File: config.mk
export PLATFORM = sky130hd
export DESIGN_NAME = mem_port_arbiter
export DESIGN_NICKNAME = d
export VERILOG_FILES = /design/src/rtl/mem_arb_pkg.sv /design/src/rtl/arb_grant_sel.sv /design/src/rtl/mem_port_arbiter.sv
export SDC_FILE = /design/constraint.sdc
export NUM_CORES = 1
export LEC_CHECK = 0
export ABC_AREA = 1
export BUFFER_PORTS_ARGS = -buffer_cell sky130_fd_sc_hd__buf_4
export CAP_MARGIN = 10
export CORE_ASPECT_RATIO = 1.5
export CORE_MARGIN = 4
export CORE_UTILIZATION = 30
export DETAILED_ROUTE_END_ITERATION = 12
export GPL_TIMING_DRIVEN = 0
export SYNTH_ARGS = -nofsm -noshare
export SYNTH_HDL_FRONTEND = slang
export SYNTH_HIERARCHICAL = 1
export SYNTH_SLANG_ARGS = --single-unit
File: constraint.sdc
create_clock -name clk -period 8.6 [get_ports clk]
set_clock_uncertainty 0.2 [all_clocks]
set_input_delay 1.72 -clock clk [delete_from_list [all_inputs] [get_ports clk]]
set_output_delay 1.72 -clock clk [all_outputs]
set_load 0.01 [all_outputs]
File: src/rtl/mem_arb_pkg.sv
// mem_arb_pkg: shared state encoding, owner ids and default limits for the memory port arbiter
package mem_arb_pkg;
  typedef enum logic [1:0] {IDLE = 2'd0, ISSUE = 2'd1, RESP = 2'd2} state_t;
  localparam logic OWN_CPU = 1'b0;
  localparam logic OWN_DMA = 1'b1;
  localparam int DEF_TIMEOUT = 255;
  localparam int DEF_MAX_CPU_BURST = 4;
endpackage

File: src/rtl/arb_grant_sel.sv
// arb_grant_sel: CPU-priority grant with forced DMA grant once the CPU streak saturates
module arb_grant_sel #(
  parameter int MAX_CPU_BURST = 4,
  parameter int SW = 3
) (
  input  logic          i_cpu_req,
  input  logic          i_dma_req,
  input  logic [SW-1:0] i_streak,
  output logic          o_grant_cpu,
  output logic          o_grant_dma
);
  assign o_grant_dma = i_dma_req && (i_streak == SW'(MAX_CPU_BURST) || !i_cpu_req);
  assign o_grant_cpu = i_cpu_req && !o_grant_dma;
endmodule

File: src/rtl/mem_port_arbiter.sv
// mem_port_arbiter: shares one memory port between CPU and DMA with a req/ack handshake,
// bounded DMA starvation and a sticky memory-timeout abort.
module mem_port_arbiter
  import mem_arb_pkg::*;
#(
  parameter int AW = 32,
  parameter int DW = 32,
  parameter int MAX_CPU_BURST = DEF_MAX_CPU_BURST,
  parameter int TIMEOUT = DEF_TIMEOUT
) (
  input  logic          clk,
  input  logic          rst,
  input  logic          cpu_req,
  input  logic          cpu_we,
  input  logic [AW-1:0] cpu_addr,
  input  logic [DW-1:0] cpu_wdata,
  output logic [DW-1:0] cpu_rdata,
  output logic          cpu_ack,
  input  logic          dma_req,
  input  logic          dma_we,
  input  logic [AW-1:0] dma_addr,
  input  logic [DW-1:0] dma_wdata,
  output logic [DW-1:0] dma_rdata,
  output logic          dma_ack,
  output logic          mem_req,
  output logic          mem_we,
  output logic [AW-1:0] mem_addr,
  output logic [DW-1:0] mem_wdata,
  input  logic [DW-1:0] mem_rdata,
  input  logic          mem_ack,
  output logic          busy,
  output logic          err_timeout
);
  localparam int SW = $clog2(MAX_CPU_BURST + 1);
  state_t        r_state, w_next;
  logic          r_owner, r_we, r_err;
  logic [AW-1:0] r_addr;
  logic [DW-1:0] r_wdata, r_cpu_rdata, r_dma_rdata, w_cap;
  logic [SW-1:0] r_streak;
  logic [7:0]    r_timer;
  logic          w_grant_cpu, w_grant_dma, w_grant, w_timeout, w_done;
  arb_grant_sel #(.MAX_CPU_BURST(MAX_CPU_BURST), .SW(SW)) u_sel (
    .i_cpu_req  (cpu_req),
    .i_dma_req  (dma_req),
    .i_streak   (r_streak),
    .o_grant_cpu(w_grant_cpu),
    .o_grant_dma(w_grant_dma)
  );
  assign w_grant   = w_grant_cpu || w_grant_dma;
  assign w_timeout = r_timer == 8'(TIMEOUT - 1);
  assign w_done    = mem_ack || w_timeout;
  // writes and aborted accesses return zero data
  assign w_cap     = (mem_ack && !r_we) ? mem_rdata : '0;
  always_ff @(posedge clk or posedge rst) begin
    if (rst) r_state <= IDLE;
    else     r_state <= w_next;
  end
  always_comb begin
    w_next = r_state == IDLE  ? (w_grant ? ISSUE : IDLE) :
             r_state == ISSUE ? (w_done ? RESP : ISSUE) : IDLE;
  end
  always_comb begin
    mem_req = r_state == ISSUE;
    busy    = r_state != IDLE;
    cpu_ack = r_state == RESP && r_owner == OWN_CPU;
    dma_ack = r_state == RESP && r_owner == OWN_DMA;
  end
  assign mem_we      = r_we;
  assign mem_addr    = r_addr;
  assign mem_wdata   = r_wdata;
  assign cpu_rdata   = r_cpu_rdata;
  assign dma_rdata   = r_dma_rdata;
  assign err_timeout = r_err;
  always_ff @(posedge clk or posedge rst) begin
    if (rst) begin
      r_owner     <= OWN_CPU;
      r_we        <= 1'b0;
      r_addr      <= '0;
      r_wdata     <= '0;
      r_cpu_rdata <= '0;
      r_dma_rdata <= '0;
      r_streak    <= '0;
      r_timer     <= '0;
      r_err       <= 1'b0;
    end else if (r_state == IDLE) begin
      r_timer <= '0;
      if (w_grant) begin
        r_owner <= w_grant_dma ? OWN_DMA : OWN_CPU;
        r_we    <= w_grant_dma ? dma_we : cpu_we;
        r_addr  <= w_grant_dma ? dma_addr : cpu_addr;
        r_wdata <= w_grant_dma ? dma_wdata : cpu_wdata;
      end
      r_streak <= (w_grant_dma || !dma_req) ? '0 :
                  (w_grant_cpu && r_streak != SW'(MAX_CPU_BURST)) ? r_streak + SW'(1) : r_streak;
    end else if (r_state == ISSUE) begin
      r_timer <= r_timer + 8'd1;
      if (w_done) begin
        if (r_owner == OWN_DMA) r_dma_rdata <= w_cap;
        else                    r_cpu_rdata <= w_cap;
        r_err <= r_err || !mem_ack;
      end
    end
  end
endmodule
# --- Word-level counts from Yosys, hierarchy flattened ---
# Index checks and enable logic that the tools add are counted.
op_classes:
  add_sub_neg: 2
  multipliers: 0
  div: 0
  n_lt_le_gt_ge: 0
  eq_ne: 5
  n_shift: 0
  muxes: 13
  bitwise: 2
  n_reduce_logical: 25
op_table:
  columns: ["operator", "count"]
  rows:
  - ["$mux 32", 3]
  - ["$mux 8", 2]
  - ["$add 8x1->8 const B", 1]
  - ["$eq 8x8->1 const B", 1]
  - ["$reduce_and 4->1", 2]
  - ["$logic_and 1x1->1", 6]
  - ["$mux 2", 3]
  - ["$mux 3", 2]
  - ["$reduce_bool 2->1", 3]
  - ["$logic_not 1->1", 5]
  - ["$logic_or 1x1->1", 5]
  - ["$reduce_and 2->1", 2]
  - ["$add 3x1->3 const B", 1]
  - ["$eq 3x3->1 const B", 1]
  - ["$mux 1", 3]
  - ["$ne 3x3->1 const B", 1]
  - ["$reduce_and 3->1", 1]
  - ["$eq 2x1->1 const B", 1]
  - ["$eq 2x2->1 const B", 1]
  - ["$logic_not 2->1", 1]
  - ["$not 1->1", 2]
totals:
  ff_bits: 144
  latch_bits: 0
  ramBits: 0
  rom_bits: 0
  out_inout_bits: 134
  mem_count: 0

# --- Longest topological paths before layout ---
depth:
  word_depth: 8
  mapped_depth: 10
  ltp_nobuf: 9

# --- By module ---
# Netlist, hierarchy kept.
modules_own_cells:
  columns: ["mod", "n_inst", "cells_each", "area_per_inst_um2", "seq_area_each_um2"]
  rows:
  - ["mem_port_arbiter", 1, 805, 6636.4, 3603.5]
  - ["arb_grant_sel", 1, 5, 31.3, 0.0]

# --- Least setup slack after synthesis ---
# Ideal clock, no wire load.
synth_path:
  path_kind: "reg-to-output"
  from: "register r_owner"
  to: "output dma_ack"
  arrival_ps: 1143
  t_required_ps: 6680
  path_slack_ps: 5537
  stages_incl_launch_ff: 5
  n_path_buf: 2
  path_cell_list: "dfrtp_1 buf_2 clkinv_1 clkbuf_1 nor3_1"
synth_between:
  elab_chain_len: 1
synth_lines:
  columns: ["item", "line", "rtl"]
  rows:
  - ["start: declaration", "mem_port_arbiter.sv:36", "logic r_owner, r_we, r_err;"]
  - ["start signal: assignment", "mem_port_arbiter.sv:88", "r_owner <= w_grant_dma ? OWN_DMA : OWN_CPU;"]
  - ["$logic_and 1x1->1", "mem_port_arbiter.sv:66", "dma_ack = r_state == RESP && r_owner == OWN_DMA;"]
  - ["end: declaration", "mem_port_arbiter.sv:24", "output logic dma_ack,"]
# Every way passes these cells.

# --- Final worst setup path ---
# Same ends and word-level chain as after synthesis.

==> flow_summary.ini <==
[worst_hold_path]
worstHoldEndpoint = cpu_rdata[5]
min-delay-path-class = flop to flop
hold_path_startpoint = cpu_rdata[5]
whs_path_depth = 2

[synthesis]
muxShareOfSynthArea_pct = 0
synth_top_cell_by_area = dfrtp_1
yosys_warnings = 6
syn_area_um2 = 6670
synth.distinct_cells = 30
synth_xor_area_share_pct = 0.263
synth_edf_count = 0
ys_ff_latch = 144
synth_nets = 981
synth_top_family_by_area = simple AND/OR/NAND/NOR gates
async_reset_ff_share_pct = 100
yosys.area.top_type_share_pct = 54.0
synthTopCellsByArea = dfrtp_1, nand2_1, a31oi_1
ys.flop_type = dfrtp_1
ys_seq_area_share_pct = 54.0
synth_compound_area_share_pct = 7.39
synthAdderAreaFrac_pct = 0.751
synth_simple_gate_area_share_pct = 29.8
syn_inst = 810
synth_area_per_cell_um2 = 8.23

[critical_path]
cp_max_fo = 10
r2r_start = r_streak[1]
arrival_ns = 2.00
start_kind = flop
end_kind = output port
worst-setup-path-type = flop to output port
r2r_setup_slack_ns = 6.40
reg2reg_depth = 8
crit_required_ns = 6.68
rr_endpoint = mem_wdata[5]
cp-startpoint = r_owner

[timing]
worstMarginPinSlew_ns = 0.629
rsz0062_at_grt = no
period_needed_ns = 3.92
drv_slew = 0
maxClockFrequency_ghz = 0.255
layout_setup_ws_ns = 4.68
whs_ns = 0.271
worst_slew_margin_rel_pct = 58.1
hold_viol = 0
fin_crit_sh_pct = 45.6
fin_setup_tns_ns = 0
setup_viol = 0

[cells_and_area]
final_nets = 1301
diodes = 0
fill_cells = 2249
final_cell_area_um2 = 9880
area_delta_synth_final_pct = 48.2
drive_above_1_share_pct = 32.9

[cts]
cts_resized = 0
htreeDepth = 4
path_clk_slew_ns = 0.06
cts_hold_repair.buffers = 0
clock_sinks = 144
numCtsBuffers = 17
cts_setup_buffers = 0
clk_latency_ns = 0.43
cts_buffer_depth = 2
cts_root_buf = clkbuf_16
cts_tree = done

[route]
drtPass1Iterations = 4
wirelength_mm = 23.2
viasPerCell = 4.68
wl_per_cell_um = 16.4
drt_iter0_markers = 319
postRouteAntennaNets = 0
vias = 6613
drc = 0

[floorplanning]
start_util_pct = 30.6
io_pins = 301
die-area_um2 = 24700
core_um2 = 21800
die_w_um = 130
row_count = 66
die_h_um = 191

[power]
p_leak_uw = 0.00523
powerDensity_nw_per_um2 = 339
power_uw = 3350
peakVddDrop_uv = 160

[placement]
port_buffers = 300
dp_hpwl_mm = 18.2
post_dp_cell_area_um2 = 9290
place_ws_ns = 5.09
place.gp.congestion = 0.837

[global_routing]
grt_pass1_wl_mm = 35.7
grt_max_degree = 82
grt_overflow = 0
track_usage_pct = 18.5
grt_pass1_vias = 6865
grt_antenna_before_repair = 0

[run_status]
status = completed

[job]
cap_violations = 0
## metrics by stage
step / utilization [%] / instances
6_report: 45.3 / 1414
2_1_floorplan: - / 810
3_5_place_dp: 42.6 / 1383
5_1_grt: 45.3 / 1414
3_3_place_gp: 42.5 / 1382
4_1_cts: 45.3 / 1414
## cell usage after synthesis, drive strengths merged (2+ instances only)
cell type,number
o22ai,2
nand4,66
nand3,3
dfrtp,144
o21ai,3
nor3,3
a31oi,67
nand2,288
inv,52
nor2,109
ha,4
buf,41
a21oi,4
clkbuf,17
## final cells by class
cell class / instances / area (µm²) / share of cell area [%]
buffer: 58 / 318 / 3.22
clock buffer: 23 / 488 / 4.94
clock inverter: 8 / 104 / 1.05
inverter: 53 / 204 / 2.06
multi-input combinational: 555 / 2550 / 25.8
sequential: 144 / 3600 / 36.5
tap: 272 / 340 / 3.44
timing repair buffer: 301 / 2280 / 23.1
## flip-flops by register name, indices dropped and copies added, names as in the netlist
signal and count:
cpu_rdata 32, dma_rdata 32, err_timeout 1, mem_addr 32, mem_wdata 32, mem_we 1
r_owner 1, r_state 2, r_streak 3, r_timer 8
## cell usage in the layout (no fill, tap or decap), types with 3 or more instances in the layout
| master | Yosys | routed |
|---|---|---|
| dfrtp_1 | 144 | 144 |
| inv_1 | 50 | 49 |
| a21oi_1 | 4 | 4 |
| buf_4 | 1 | 301 |
| o21ai_0 | 3 | 3 |
| buf_2 | 23 | 23 |
| nand2_1 | 285 | 285 |
| buf_1 | 8 | 8 |
| clkbuf_1 | 17 | 19 |
| a31oi_1 | 67 | 67 |
| clkbuf_8 | 0 | 4 |
| clkbuf_16 | 0 | 17 |
| nor3_1 | 3 | 3 |
| nand4_1 | 66 | 66 |
| buf_6 | 9 | 9 |
| ha_1 | 4 | 4 |
| nor2_1 | 105 | 105 |
## kinds of logic (layout without fill, tap and decap cells)
| group | after synthesis | after routing |
|---|---|---|
| AND/OR/NAND/NOR | 470 | 470 |
| flip-flops | 144 | 144 |
| buffers and inverters | 111 | 443 |
| AO/OA/AOI/OAI | 79 | 79 |
| adder cells (fa/ha/maj) | 4 | 4 |
| XOR/XNOR | 2 | 2 |
## critical path: stages (launching register included)
cell and delay [ns]:
dfrtp_1 0.32, buf_2 0.19, clkinv_1 0.28, clkbuf_1 0.35
nor3_1 0.26, buf_4 0.17
## report_power, final
| part | switching [µW] | total (µW) | internal (µW) | leakage, µW |
|---|---|---|---|---|
| registers | 185 | 1160 | 978 | 0.00179 |
| clock network | 295 | 753 | 457 | 0.000290 |
| logic | 798 | 1440 | 639 | 0.00316 |
## worst max path at each step
stage	end	slack (ns)	cells after the start
CTS	dma_ack	4.62	5
global route	dma_ack	4.51	5
finish	dma_ack	4.68	5
floorplan	cpu_rdata[0]	2.81	1
global placement	cpu_rdata[5]	0.79	2
detailed placement	dma_ack	5.09	5
## metal layers
layer	GRT usage (%)	wire, µm
met4	7.24	626
met3	5.91	1810
met1	19.9	8520
met2	33.3	12200
met5	0	0
Power figures use the tool's default switching activity.
